===== config.mk =====
export PLATFORM = sky130hd
export DESIGN_NAME = decoder_issue_arbiter
export DESIGN_NICKNAME = d
export VERILOG_FILES = /design/src/rtl/decoder_issue_arbiter.sv
export SDC_FILE = /design/constraint.sdc
export NUM_CORES = 1
export LEC_CHECK = 0
export CORE_ASPECT_RATIO = 0.8
export CORE_UTILIZATION = 42
export DETAILED_ROUTE_END_ITERATION = 7
export PLACE_DENSITY_LB_ADDON = 0.1
export RECOVER_POWER = 25
export SYNTH_ARGS = -nofsm -noshare
export SYNTH_HDL_FRONTEND = slang
export SYNTH_SLANG_ARGS = --single-unit

===== constraint.sdc =====
create_clock -name clk -period 2.6 [get_ports clk]
set_input_delay 0.26 -clock clk [delete_from_list [all_inputs] [get_ports clk]]
set_output_delay 0.26 -clock clk [all_outputs]
set_load 0.02 [all_outputs]

===== src/rtl/decoder_issue_arbiter.sv =====
// decoder_issue_arbiter
// Shares one non-pipelined instruction decoder between two requesters.
// Round-robin grant in IDLE, then a fixed handshake sequence:
//   IDLE -> ISSUE -> WAIT_RESULT -> RELEASE -> RETURN -> IDLE
// Only one instruction is ever in flight.
// Optional feature (macro DECODER_ISSUE_ARBITER_TIMEOUT_EN): a watchdog on
// WAIT_RESULT. If it expires, the arbiter returns an all-ones result and sets
// a sticky timeout_err flag. Without the macro, timeout_err is tied low and
// WAIT_RESULT waits indefinitely.

module decoder_issue_arbiter #(
    parameter int unsigned DATA_WIDTH = 32,
    parameter int unsigned TIMEOUT    = 64
) (
    input  logic                  clk,
    input  logic                  reset,
    input  logic [1:0]            req_dir,
    input  logic [DATA_WIDTH-1:0] req_data0,
    input  logic [DATA_WIDTH-1:0] req_data1,
    output logic [1:0]            req_ack,
    output logic [1:0]            rsp_dor,
    output logic [DATA_WIDTH-1:0] rsp_data,
    input  logic [1:0]            rsp_ack,
    output logic                  dec_dir,
    output logic [DATA_WIDTH-1:0] dec_data,
    input  logic                  dec_ack_prev,
    input  logic                  dec_dor,
    input  logic [DATA_WIDTH-1:0] dec_data_out,
    output logic                  dec_ack_next,
    output logic                  owner,
    output logic                  busy,
    output logic                  timeout_err
);

    typedef enum logic [2:0] {
        ST_IDLE        = 3'd0,
        ST_ISSUE       = 3'd1,
        ST_WAIT_RESULT = 3'd2,
        ST_RELEASE     = 3'd3,
        ST_RETURN      = 3'd4
    } state_e;

    // A zero-length watchdog or a zero-width datapath is meaningless.
    if (TIMEOUT == 0) begin : g_bad_timeout
        $error("decoder_issue_arbiter: TIMEOUT must be at least 1");
    end
    if (DATA_WIDTH == 0) begin : g_bad_width
        $error("decoder_issue_arbiter: DATA_WIDTH must be at least 1");
    end

    // Round-robin pick. A single request always wins. On a tie, the
    // requester that was not served last wins.
    function automatic logic pick_winner(input logic [1:0] req, input logic last);
        logic win;
        case (req)
            2'b01:   win = 1'b0;
            2'b10:   win = 1'b1;
            2'b11:   win = ~last;
            default: win = 1'b0;
        endcase
        return win;
    endfunction

    // Convert a requester index into its one-hot bit.
    function automatic logic [1:0] to_onehot(input logic idx);
        logic [1:0] oh;
        if (idx) begin
            oh = 2'b10;
        end else begin
            oh = 2'b01;
        end
        return oh;
    endfunction

    state_e                state_q, state_d;
    logic                  owner_q, owner_d;
    logic                  last_grant_q, last_grant_d;
    logic                  dec_dir_q, dec_dir_d;
    logic [DATA_WIDTH-1:0] dec_data_q, dec_data_d;
    logic [1:0]            req_ack_q, req_ack_d;
    logic                  dec_ack_next_q, dec_ack_next_d;
    logic [1:0]            rsp_dor_q, rsp_dor_d;
    logic [DATA_WIDTH-1:0] rsp_data_q, rsp_data_d;
    logic                  busy_q, busy_d;
    logic                  winner_s;

`ifdef DECODER_ISSUE_ARBITER_TIMEOUT_EN
    localparam int unsigned      CNT_W   = $clog2(TIMEOUT + 1);
    localparam logic [CNT_W-1:0] CNT_MAX = CNT_W'(TIMEOUT);
    localparam logic [CNT_W-1:0] CNT_ONE = CNT_W'(1);

    logic [CNT_W-1:0] cnt_q, cnt_d;
    logic [CNT_W-1:0] cnt_inc_s;
    logic             timeout_err_q, timeout_err_d;
`endif

    // Next-state and next-output logic for the issue/return sequence.
    always_comb begin
        state_d        = state_q;
        owner_d        = owner_q;
        last_grant_d   = last_grant_q;
        dec_dir_d      = dec_dir_q;
        dec_data_d     = dec_data_q;
        req_ack_d      = 2'b00;
        dec_ack_next_d = 1'b0;
        rsp_dor_d      = rsp_dor_q;
        rsp_data_d     = rsp_data_q;
        winner_s       = pick_winner(req_dir, last_grant_q);
`ifdef DECODER_ISSUE_ARBITER_TIMEOUT_EN
        cnt_d          = cnt_q;
        cnt_inc_s      = cnt_q + CNT_ONE;
        timeout_err_d  = timeout_err_q;
`endif

        case (state_q)
            ST_IDLE: begin
                if (req_dir != 2'b00) begin
                    owner_d   = winner_s;
                    dec_dir_d = 1'b1;
                    state_d   = ST_ISSUE;
                    if (winner_s) begin
                        dec_data_d = req_data1;
                    end else begin
                        dec_data_d = req_data0;
                    end
                end else begin
                    state_d = ST_IDLE;
                end
            end

            ST_ISSUE: begin
                if (dec_ack_prev) begin
                    dec_dir_d    = 1'b0;
                    req_ack_d    = to_onehot(owner_q);
                    last_grant_d = owner_q;
                    state_d      = ST_WAIT_RESULT;
`ifdef DECODER_ISSUE_ARBITER_TIMEOUT_EN
                    cnt_d        = {CNT_W{1'b0}};
`endif
                end else begin
                    dec_dir_d = 1'b1;
                end
            end

            ST_WAIT_RESULT: begin
                if (dec_dor) begin
                    rsp_data_d     = dec_data_out;
                    dec_ack_next_d = 1'b1;
                    state_d        = ST_RELEASE;
                end
`ifdef DECODER_ISSUE_ARBITER_TIMEOUT_EN
                else if (cnt_inc_s == CNT_MAX) begin
                    // The decoder never answered: hand back an all-ones
                    // result so the requester is not left hung. No
                    // dec_ack_next is sent because there is no DOR to drop.
                    cnt_d         = cnt_inc_s;
                    timeout_err_d = 1'b1;
                    rsp_data_d    = {DATA_WIDTH{1'b1}};
                    state_d       = ST_RELEASE;
                end else begin
                    cnt_d = cnt_inc_s;
                end
`else
                else begin
                    state_d = ST_WAIT_RESULT;
                end
`endif
            end

            ST_RELEASE: begin
                rsp_dor_d = to_onehot(owner_q);
                state_d   = ST_RETURN;
            end

            ST_RETURN: begin
                if (rsp_ack[owner_q]) begin
                    rsp_dor_d = 2'b00;
                    state_d   = ST_IDLE;
                end else begin
                    rsp_dor_d = to_onehot(owner_q);
                end
            end

            default: begin
                state_d   = ST_IDLE;
                dec_dir_d = 1'b0;
                rsp_dor_d = 2'b00;
            end
        endcase

        busy_d = (state_d != ST_IDLE);
    end

    // State and output registers. The asynchronous reset clears everything;
    // last_grant resets to 1 so requester 0 wins the first tie.
    always_ff @(posedge clk or negedge reset) begin
        if (!reset) begin
            state_q        <= ST_IDLE;
            owner_q        <= 1'b0;
            last_grant_q   <= 1'b1;
            dec_dir_q      <= 1'b0;
            dec_data_q     <= {DATA_WIDTH{1'b0}};
            req_ack_q      <= 2'b00;
            dec_ack_next_q <= 1'b0;
            rsp_dor_q      <= 2'b00;
            rsp_data_q     <= {DATA_WIDTH{1'b0}};
            busy_q         <= 1'b0;
        end else begin
            state_q        <= state_d;
            owner_q        <= owner_d;
            last_grant_q   <= last_grant_d;
            dec_dir_q      <= dec_dir_d;
            dec_data_q     <= dec_data_d;
            req_ack_q      <= req_ack_d;
            dec_ack_next_q <= dec_ack_next_d;
            rsp_dor_q      <= rsp_dor_d;
            rsp_data_q     <= rsp_data_d;
            busy_q         <= busy_d;
        end
    end

`ifdef DECODER_ISSUE_ARBITER_TIMEOUT_EN
    // Watchdog counter and sticky error flag. Only reset clears them.
    always_ff @(posedge clk or negedge reset) begin
        if (!reset) begin
            cnt_q         <= {CNT_W{1'b0}};
            timeout_err_q <= 1'b0;
        end else begin
            cnt_q         <= cnt_d;
            timeout_err_q <= timeout_err_d;
        end
    end

    assign timeout_err = timeout_err_q;
`else
    assign timeout_err = 1'b0;
`endif

    assign req_ack      = req_ack_q;
    assign rsp_dor      = rsp_dor_q;
    assign rsp_data     = rsp_data_q;
    assign dec_dir      = dec_dir_q;
    assign dec_data     = dec_data_q;
    assign dec_ack_next = dec_ack_next_q;
    assign owner        = owner_q;
    assign busy         = busy_q;

endmodule


==> summary.txt, run 1 <==
Floorplan
  – Core area: 0.00743 mm2
  – Die height: 80.4 um
  – IO Pins: 177
  – Initial Util: 0.435
  – # rows: 28
  – Die Span X: between 100 and 150 um
  – Die Area: 0.00805 mm2

Clock network
  – Worst skew pair latency: approximately 0.34 ns
  – Hold-fix buffers, CTS: 0
  – TritonCTS clock tree: done
  – Clock sink count: between 70 and 80
  – Clock tree buffer depth: 2
  – Worst-path clk slew: ~0.080 ns
  – Clock root buffer: clkbuf_8
  – Post-CTS Setup Inserts: 0
  – Number of buffers created by CTS: 9
  – PostCTS Resize Cnt: 0
  – H-Tree Level Count: 3

Timing
  – Slew margin rel.: -0.243
  – Clock skew: between 0.01 and 0.015 ns
  – Worst slew pin tran: 1.86 ns
  – Unrepaired setup endpoints after global routing: no
  – Final setup viols: 0
  – Post-Route Setup TNS: 0 ns
  – Final worst slack: ~0.67 ns
  – Tmin final: approximately 1.9 ns
  – Final Cycle Share: 0.741
  – Fmax achieved: 519 MHz
  – Hold Fails Final Rpt: 0
  – Final Slew Violations: 77

Worst setup path
  – Worst EP required: 2.83 ns
  – Slowest cell on crit path: dfrtp_1
  – Critical path class: reg2reg
  – Crit Path Max Fanout: 32
  – CP startpoint kind: register
  – Worst setup path start: state_q[1]
  – Setup slack, reg-to-reg: 0.67 ns
  – CP arrival: 2.16 ns
  – CP Capture Type: register
  – Worst flop-to-flop path startpoint: state_q[1]
  – Crit path cell chain: nor3_4 > buf_4 > nand2_2 > o221a_2
  – Crit path largest cell delay: 0.53 ns

Min path
  – Hold WC Path Type: in2async

Final layout
  – Area growth syn-to-layout: 64.7%
  – NumNets Final: 506
  – Ratio of cells with drive above 1 in the final layout: 0.157
  – Commonest cells after routing, fill and taps aside: clkdlybuf4s50_1 (174), dfrtp_1 (75), mux2_2 (34)
  – Diode count: 0
  – Most common cell after layout, fill and taps aside: clkdlybuf4s50_1
  – Final core occ: 0.716
  – Fillcell total: 549

Pwr
  – VDD IR max: 0.702 mV
  – Clock power share: 0.174
  – Logic pwr share: 0.505
  – PD cells: 1260 mW/mm2
  – Switching Fraction: 0.352
  – Leak Pwr: 2.19 nW
  – Int Pwr: 0.00435 W
  – P_sw: 0.00237 W
  – Sequential share of power: 0.321
  – Total Power: 0.00672 W

GRT
  – GRT Resource Usage Total: 0.215
  – Largest net degree at the start of global routing: 77
  – Initial antenna violation count: 0
  – Grt ovf: 0
  – Vias in the first global route: 2553
  – Global-route wire length before repair: 13100 um

Status
  – Run status: finished with violations
  – Failing checks: capacitance limit, slew limit

Yosys
  – Post-synth EDFFs: 0
  – Async SR Flop Fraction: 1.00
  – Synth warn: 0
  – Post-synth cell types: 35
  – Primary FF master, synth: dfrtp_1
  – Avg Inst Size Synth: 13.9 um2
  – Post-synthesis sequential area ratio: 0.589
  – Mapped Cells: about 230
  – Mapped Area: approximately 0.0032 mm2
  – Flip-flop and latch count after synthesis: between 70 and 80
  – Syn nets: about 340

Routing
  – DR pass1 iterations: 4
  – DR WL/cell: 16.5 um
  – Routed WL: 8470 um
  – DR iter-0 viols: 69
  – Vias: 2661
  – DRT antenna net count: 0
  – Vias per cell: 5.20
  – DRC Markers: 0

Placement
  – Routability cong.: around 0.75
  – Port bufs: 175
  – DP Worst Slack: 0.499 ns
  – DP Wirelength: 5900 um

Flow run
  – Max Cap Viol: 1
## cells by family (layout without fill, tap and decap cells)
kind of cell,Yosys count,after routing,synth area share
compound gates,77,77,0.213
other cells,1,1,0.00116
simple gates,19,19,0.0395
flops,76,76,0.589
buf+inv,25,199,0.0356
mux,35,35,0.122
## final timing paths
check	end	cells after the start
worst min register to register	rsp_dor[0]	2
max in group asynchronous	dec_data[20]	1
worst min-delay path	rsp_data[18]	1
worst max-delay path	dec_data[2]	4
min in group clk	rsp_dor[0]	2
worst max register to register	dec_data[2]	4
## stage by stage
step	hold slack, ns	cells	cell area (um2)
floorplan	-0.0356	233	3230
global placement	0.469	496	5060
detailed placement	0.476	496	5060
CTS	0.0976	512	5320
global route	0.501	512	5320
finish	0.432	512	5320
## layout make-up
type,instances,area (um2),share of cell area
inverter,3,11.3,0.00212
clock buffer,10,128,0.0240
tap,105,131,0.0247
sequential,76,1900,0.358
timing repair buffer,180,1780,0.335
clock inverter,6,136,0.0256
multi-input combinational,132,1230,0.231
## worst max-delay path, delay by kind of cell, from the launching register on
family,cells,cell delay [ns]
buffers and inverters,1,0.23
AOI/OAI and AO/OA,1,0.44
DFF,1,0.53
and+or+nand+nor,2,0.62
## layer usage
metal | vias to the layer above | routed length (um) | GRT usage | part of all wire
met5 | - | 0 | 0 | 0
met4 | 0 | 78 | 0.0522 | 0.0092
met3 | 7 | 629 | 0.0809 | 0.074
met2 | 118 | 4030 | 0.341 | 0.48
met1 | 1312 | 3730 | 0.279 | 0.44
li1 | 1224 | - | - | -
## synthesized netlist by cell type, drive strengths merged (2+ instances only)
| library cell | n | area [um2] |
|---|---|---|
| o221a | 32 | 360 |
| nand2 | 5 | 21.3 |
| a21oi | 2 | 10.0 |
| a31oi | 2 | 12.5 |
| inv | 3 | 11.3 |
| dfrtp | 75 | 1880 |
| nor2 | 2 | 7.51 |
| mux2 | 34 | 383 |
| o21ai | 2 | 10.0 |
| nand2b | 2 | 12.5 |
| nor3 | 2 | 21.3 |
| buf | 16 | 81.3 |
| clkbuf | 6 | 22.5 |
| o31ai | 3 | 22.5 |
| a21o | 32 | 240 |
## state kept, by name, summed over array words and instances, names as in the netlist
register,cells
dec_data,32
rsp_data,32
busy,1
rsp_dor,2
dec_ack_next,1
last_grant_q,1
owner,1
req_ack,2
dec_dir,1
state_q,3
## power groups by stage
stage | clock (W) | sequential, W | combinational (W)
global placement | 0 | 0.00214 | 0.00335
detailed placement | 0 | 0.00217 | 0.00342
floorplan | 0 | 0.00274 | 0.00129
finish | 0.00117 | 0.00216 | 0.00339
CTS | 0.00120 | 0.00216 | 0.00342
global route | 0.00125 | 0.00223 | 0.00360
No activity file was read; power rests on OpenSTA's default activity.
==> run 2: changes to the inputs <==
--- a/config.mk
+++ b/config.mk
@@ -6,7 +6,7 @@
 export NUM_CORES = 1
 export LEC_CHECK = 0
 export CORE_ASPECT_RATIO = 0.8
-export CORE_UTILIZATION = 42
+export CORE_UTILIZATION = 35
 export DETAILED_ROUTE_END_ITERATION = 7
 export PLACE_DENSITY_LB_ADDON = 0.1
 export RECOVER_POWER = 25
==> constraint.sdc (replaced) <==
create_clock -name clk -period 1.7 [get_ports clk]
set_input_delay 0.17 -clock clk [delete_from_list [all_inputs] [get_ports clk]]
set_output_delay 0.17 -clock clk [all_outputs]
set_load 0.02 [all_outputs]
==> summary.txt, run 2 (same netlist as run 1, synthesis figures left out) <==
GRT
  – Met2 Use GR: 0.316
  – Largest net degree at the start of global routing: 38
  – Met1 GRT Util: 0.232
  – GRT Resource Usage Total: 0.188
  – Met3 Use GR: 0.0580
  – Vias in the first global route: 2745
  – Initial antenna violation count: 0
  – Most Crowded Layer GR: met2
  – Grt ovf: 0
  – Global-route wire length before repair: 13700 um

Placement
  – Routability cong.: 0.715
  – DP Wirelength: about 6400 um
  – Port bufs: 175
  – DP Area: ~0.0052 mm2

Final layout
  – NumNets Final: ~520
  – Diode count: 0
  – Area growth syn-to-layout: 71.1%
  – Ratio of cells with drive above 1 in the final layout: 0.172
  – Finished layout cell area: 0.00553 mm2
  – Most common cell after layout, fill and taps aside: clkdlybuf4s50_1
  – Commonest cells after routing, fill and taps aside: clkdlybuf4s50_1 (174), dfrtp_1 (75), mux2_2 (34)

Worst setup path
  – CP Capture Type: register
  – CP startpoint kind: register
  – CP arrival: 1.81 ns
  – Crit Path Max Fanout: 18
  – Critical path class: reg2reg
  – Worst EP required: 1.91 ns

Timing
  – Clock skew: 0.00572 ns
  – Unrepaired setup endpoints after global routing: no
  – Worst slew pin tran: 0.926 ns
  – Hold Fails Final Rpt: 0
  – Fmax achieved: 625 MHz
  – Final Cycle Share: 0.941
  – Hold Worst Slack: 0.459 ns
  – Final setup viols: 0
  – Tmin final: 1.60 ns
  – Slew margin rel.: 0.383
  – Final Slew Violations: 0

Pwr
  – PD cells: 1930 mW/mm2
  – Leak Pwr: between 2 and 2.5 nW
  – VDD IR max: just over 0.9 mV

Clock network
  – Clock sink count: 76
  – TritonCTS clock tree: done
  – Clock root buffer: clkbuf_16
  – Number of buffers created by CTS: 9
  – Clock tree buffer depth: 2
  – Post-CTS Setup Inserts: 0
  – H-Tree Level Count: 3
  – Worst-path clk slew: 0.06 ns
  – Worst skew pair latency: 0.32 ns

Floorplan
  – Die height: 87.9 um
  – IO Pins: 177
  – Core area: 0.00871 mm2
  – # rows: 30
  – Die Area: about 0.0096 mm2
  – Die Span X: between 100 and 150 um
  – Initial Util: 0.371

Routing
  – DR iter-0 viols: 151
  – Vias: 2685
  – Routed WL: 8840 um
  – DR pass1 iterations: 4
  – Vias per cell: 5.06
  – DRT antenna net count: 0
  – DRC Markers: 0
  – DR WL/cell: 16.7 um

Flow run
  – Max Cap Viol: 0

Min path
  – Hold WC Path Type: in2reg

Status
  – Run status: completed
==> run 2: cell count changes in the layout (fill, tap and decap cells not counted), sizes merged <==
cell	before	now
buf	5	15
bufinv	4	2
clkbuf	11	14
clkinv	1	2
clkinvlp	1	0
dlygate4sd3	0	1
==> run 2: worst paths after layout <==
check,startpoint,endpoint,slack [ns],cells after the start
max,state_q[0],rsp_data[11],0.1,3
min,dec_data_out[17],rsp_data[17],0.46,2
max reg2reg,state_q[0],rsp_data[11],0.1,3
min reg2reg,rsp_dor[0],rsp_dor[0],0.49,2
max in group asynchronous,reset,dec_data[0],0.34,3
min in group asynchronous,reset,rsp_data[16],0.52,2
==> run 2: cell type report <==
type	instances	area, um2
Sequential cell	76	1900
Clock buffer	12	236
Fill cell	721	3180
Multi-Input combinational cell	132	1230
Clock inverter	4	73.8
Tap cell	112	140
Timing Repair Buffer	192	1930
Inverter	3	11.3
==> run 2: power by group <==
part / switching [W] / total, W / internal [W]
Combinational: 0.00249 / 0.00546 / 0.00297
Sequential: 0.000508 / 0.00322 / 0.00271
Clock: 0.000689 / 0.00198 / 0.00129
==> run 2: timing repair <==
action                                 in CTS  in global routing
hold buffers                                1                  0
endpoints found under the hold margin      34                  0
setup endpoints to repair                   0                 18
gates resized for setup                     0                  2
==> run 2: worst max-delay path, stage by stage (launching register included) <==
cell and delay [ns]:
dfrtp_1 0.46, nor4bb_4 0.40, buf_6 0.25, mux2_2 0.36
==> run 2: routing by layer <==
layer	share of wire	wire, um
met1	0.42	3700
met5	0	0
met4	0.012	107
met2	0.48	4260
met3	0.088	777
==> run 2: per-stage QoR <==
step                worst slack [ns]  TNS, ns  utilization  power [W]  instances
global placement             -0.0362   -0.801        0.599    0.00862        514
detailed placement           -0.0874    -1.81        0.599    0.00875        514
finish                        0.0999        0        0.635     0.0107        531
floorplan                      0.198        0            -    0.00617        233
CTS                           0.0507        0        0.635     0.0108        531
global route                 0.00282        0        0.635     0.0113        531
==> run 3: changes to the inputs <==
--- a/config.mk
+++ b/config.mk
@@ -6,10 +6,12 @@
 export NUM_CORES = 1
 export LEC_CHECK = 0
 export CORE_ASPECT_RATIO = 0.8
+export CORE_MARGIN = 2
 export CORE_UTILIZATION = 35
 export DETAILED_ROUTE_END_ITERATION = 7
 export PLACE_DENSITY_LB_ADDON = 0.1
 export RECOVER_POWER = 25
+export SETUP_SLACK_MARGIN = 0.3
 export SYNTH_ARGS = -nofsm -noshare
 export SYNTH_HDL_FRONTEND = slang
 export SYNTH_SLANG_ARGS = --single-unit
==> summary.txt, run 3 (same netlist as run 1, synthesis figures left out) <==
Routing
  – Vias per cell: around 5
  – DRT antenna net count: 0
  – DR WL/cell: between 15 and 20 um
  – DR iter-0 viols: 114
  – DRC Markers: 0
  – DR pass1 iterations: 4
  – Vias: approximately 2800
  – Routed WL: 9950 um

Floorplan
  – Die height: 89.9 um
  – IO Pins: 177
  – Core area: about 0.0090 mm2
  – Initial Util: 0.359
  – # rows: 31
  – Die Area: 0.0100 mm2
  – Die Span X: 111 um

Timing
  – Tmin final: 1.57 ns
  – Post-Route Setup TNS: 0 ns
  – Final Slew Violations: 0
  – Final setup viols: 0
  – Final Cycle Share: 0.922
  – Fmax achieved: 638 MHz
  – Clock skew: 0.00656 ns
  – Hold Fails Final Rpt: 0
  – Unrepaired setup endpoints after global routing: yes
  – Hold Worst Slack: 0.460 ns

Worst setup path
  – Slowest cell on crit path: dfrtp_2
  – Crit path largest cell delay: 0.45 ns
  – CP Capture Type: register
  – CP arrival: about 1.8 ns
  – Critical path class: reg2reg
  – Crit Path Max Fanout: 18
  – Delay-heaviest family, CP: flip-flops
  – Crit path cell chain: nor3_4 > buf_6 > nand3_4 > buf_12 > o221a_1
  – CP startpoint kind: register
  – CP Buf/Inv Count: 2
  – Worst EP required: 1.90 ns

GRT
  – Grt ovf: 0
  – Largest net degree at the start of global routing: 77
  – Vias in the first global route: 2917
  – Global-route wire length before repair: around 16000 um
  – Initial antenna violation count: 0
  – GRT Resource Usage Total: 0.195

Clock network
  – Worst skew pair latency: 0.32 ns
  – Worst-path clk slew: 0.06 ns
  – Clock sink count: 76
  – TritonCTS clock tree: done
  – Clock root buffer: clkbuf_16
  – Clock tree buffer depth: 2
  – H-Tree Level Count: 3
  – Number of buffers created by CTS: 9

Placement
  – Routability cong.: 0.704
  – Port bufs: 175
  – DP Wirelength: 6360 um

Final layout
  – Ratio of cells with drive above 1 in the final layout: 0.232
  – Area growth syn-to-layout: 82.9%
  – Commonest cells after routing, fill and taps aside: clkdlybuf4s50_1 (102), dfrtp_1 (73), dlygate4sd2_1 (72)
  – NumNets Final: 539
  – Diode count: 0
  – Most common cell after layout, fill and taps aside: clkdlybuf4s50_1

Pwr
  – Leak Pwr: 2.66 nW
  – VDD IR max: ~0.85 mV
  – PD cells: 1890 mW/mm2

Min path
  – Hold WC Path Type: in2async

Flow run
  – Max Cap Viol: 0

Status
  – Run status: completed
run 3: cell types whose count changed in the layout (fill, tap and decap cells not counted), sizes merged:
cell,before,now
dlygate4sd2,0,72
clkdlybuf4s50,174,102
buf,15,35
run 3: path summary, 6_finish.rpt:
check | slack [ns] | end | depth (start not counted) | start
hold reg to reg | 0.47 | rsp_dor[0] | 2 | rsp_dor[0]
max in group asynchronous | 0.90 | last_grant_q | 3 | reset
setup reg to reg | 0.13 | dec_data[9] | 5 | state_q[0]
setup / recovery | 0.13 | dec_data[9] | 5 | state_q[0]
min in group clk | 0.46 | rsp_data[28] | 2 | dec_data_out[28]
hold / removal | 0.46 | dec_data[1] | 3 | reset
run 3: final cells by class:
| class | count | area [um2] |
|---|---|---|
| Clock inverter | 4 | 73.8 |
| Multi-Input combinational cell | 132 | 1410 |
| Tap cell | 115 | 144 |
| Fill cell | 710 | 3090 |
| Clock buffer | 11 | 243 |
| Sequential cell | 76 | 1910 |
| Timing Repair Buffer | 213 | 2130 |
| Inverter | 3 | 11.3 |
run 3: power by group:
| part | internal, W | switching [W] | total, W |
|---|---|---|---|
| logic | 0.00312 | 0.00278 | 0.00590 |
| registers | 0.00271 | 0.000487 | 0.00320 |
| clock network | 0.00132 | 0.000716 | 0.00203 |
| total | 0.00715 | 0.00399 | 0.0111 |
run 3: metal layers:
layer	vias up	GRT usage	share of wire
li1	1293	-	-
met1	1356	0.248	0.45
met2	105	0.328	0.48
met3	2	0.0715	0.072
met4	0	0.0278	0.0032
met5	-	0	0
run 3: what timing repair did:
action	CTS	global route
pin swaps	2	3
endpoints found under the hold margin	75	0
gates resized for setup	114	26
hold buffers	1	0
setup endpoints to repair	137	67
setup buffers	10	3
cloned	3	2
run 3: tightest hold or removal path, stage by stage:
cell	delay, ns
dlygate4sd3_1	0.52
clkbuf_1	0.14
buf_12	0.36
run 3: per-stage QoR:
step | utilization | area, um2 | total power, W | setup WS (ns) | instances
after floorplan | - | 3280 | 0.00625 | 0.269 | 233
after global placement | 0.581 | 5230 | 0.00869 | -0.00325 | 520
after detailed placement | 0.581 | 5230 | 0.00882 | -0.0243 | 520
after CTS | 0.639 | 5750 | 0.0109 | 0.121 | 549
after global routing | 0.657 | 5910 | 0.0118 | 0.0819 | 554
final | 0.657 | 5910 | 0.0111 | 0.132 | 554
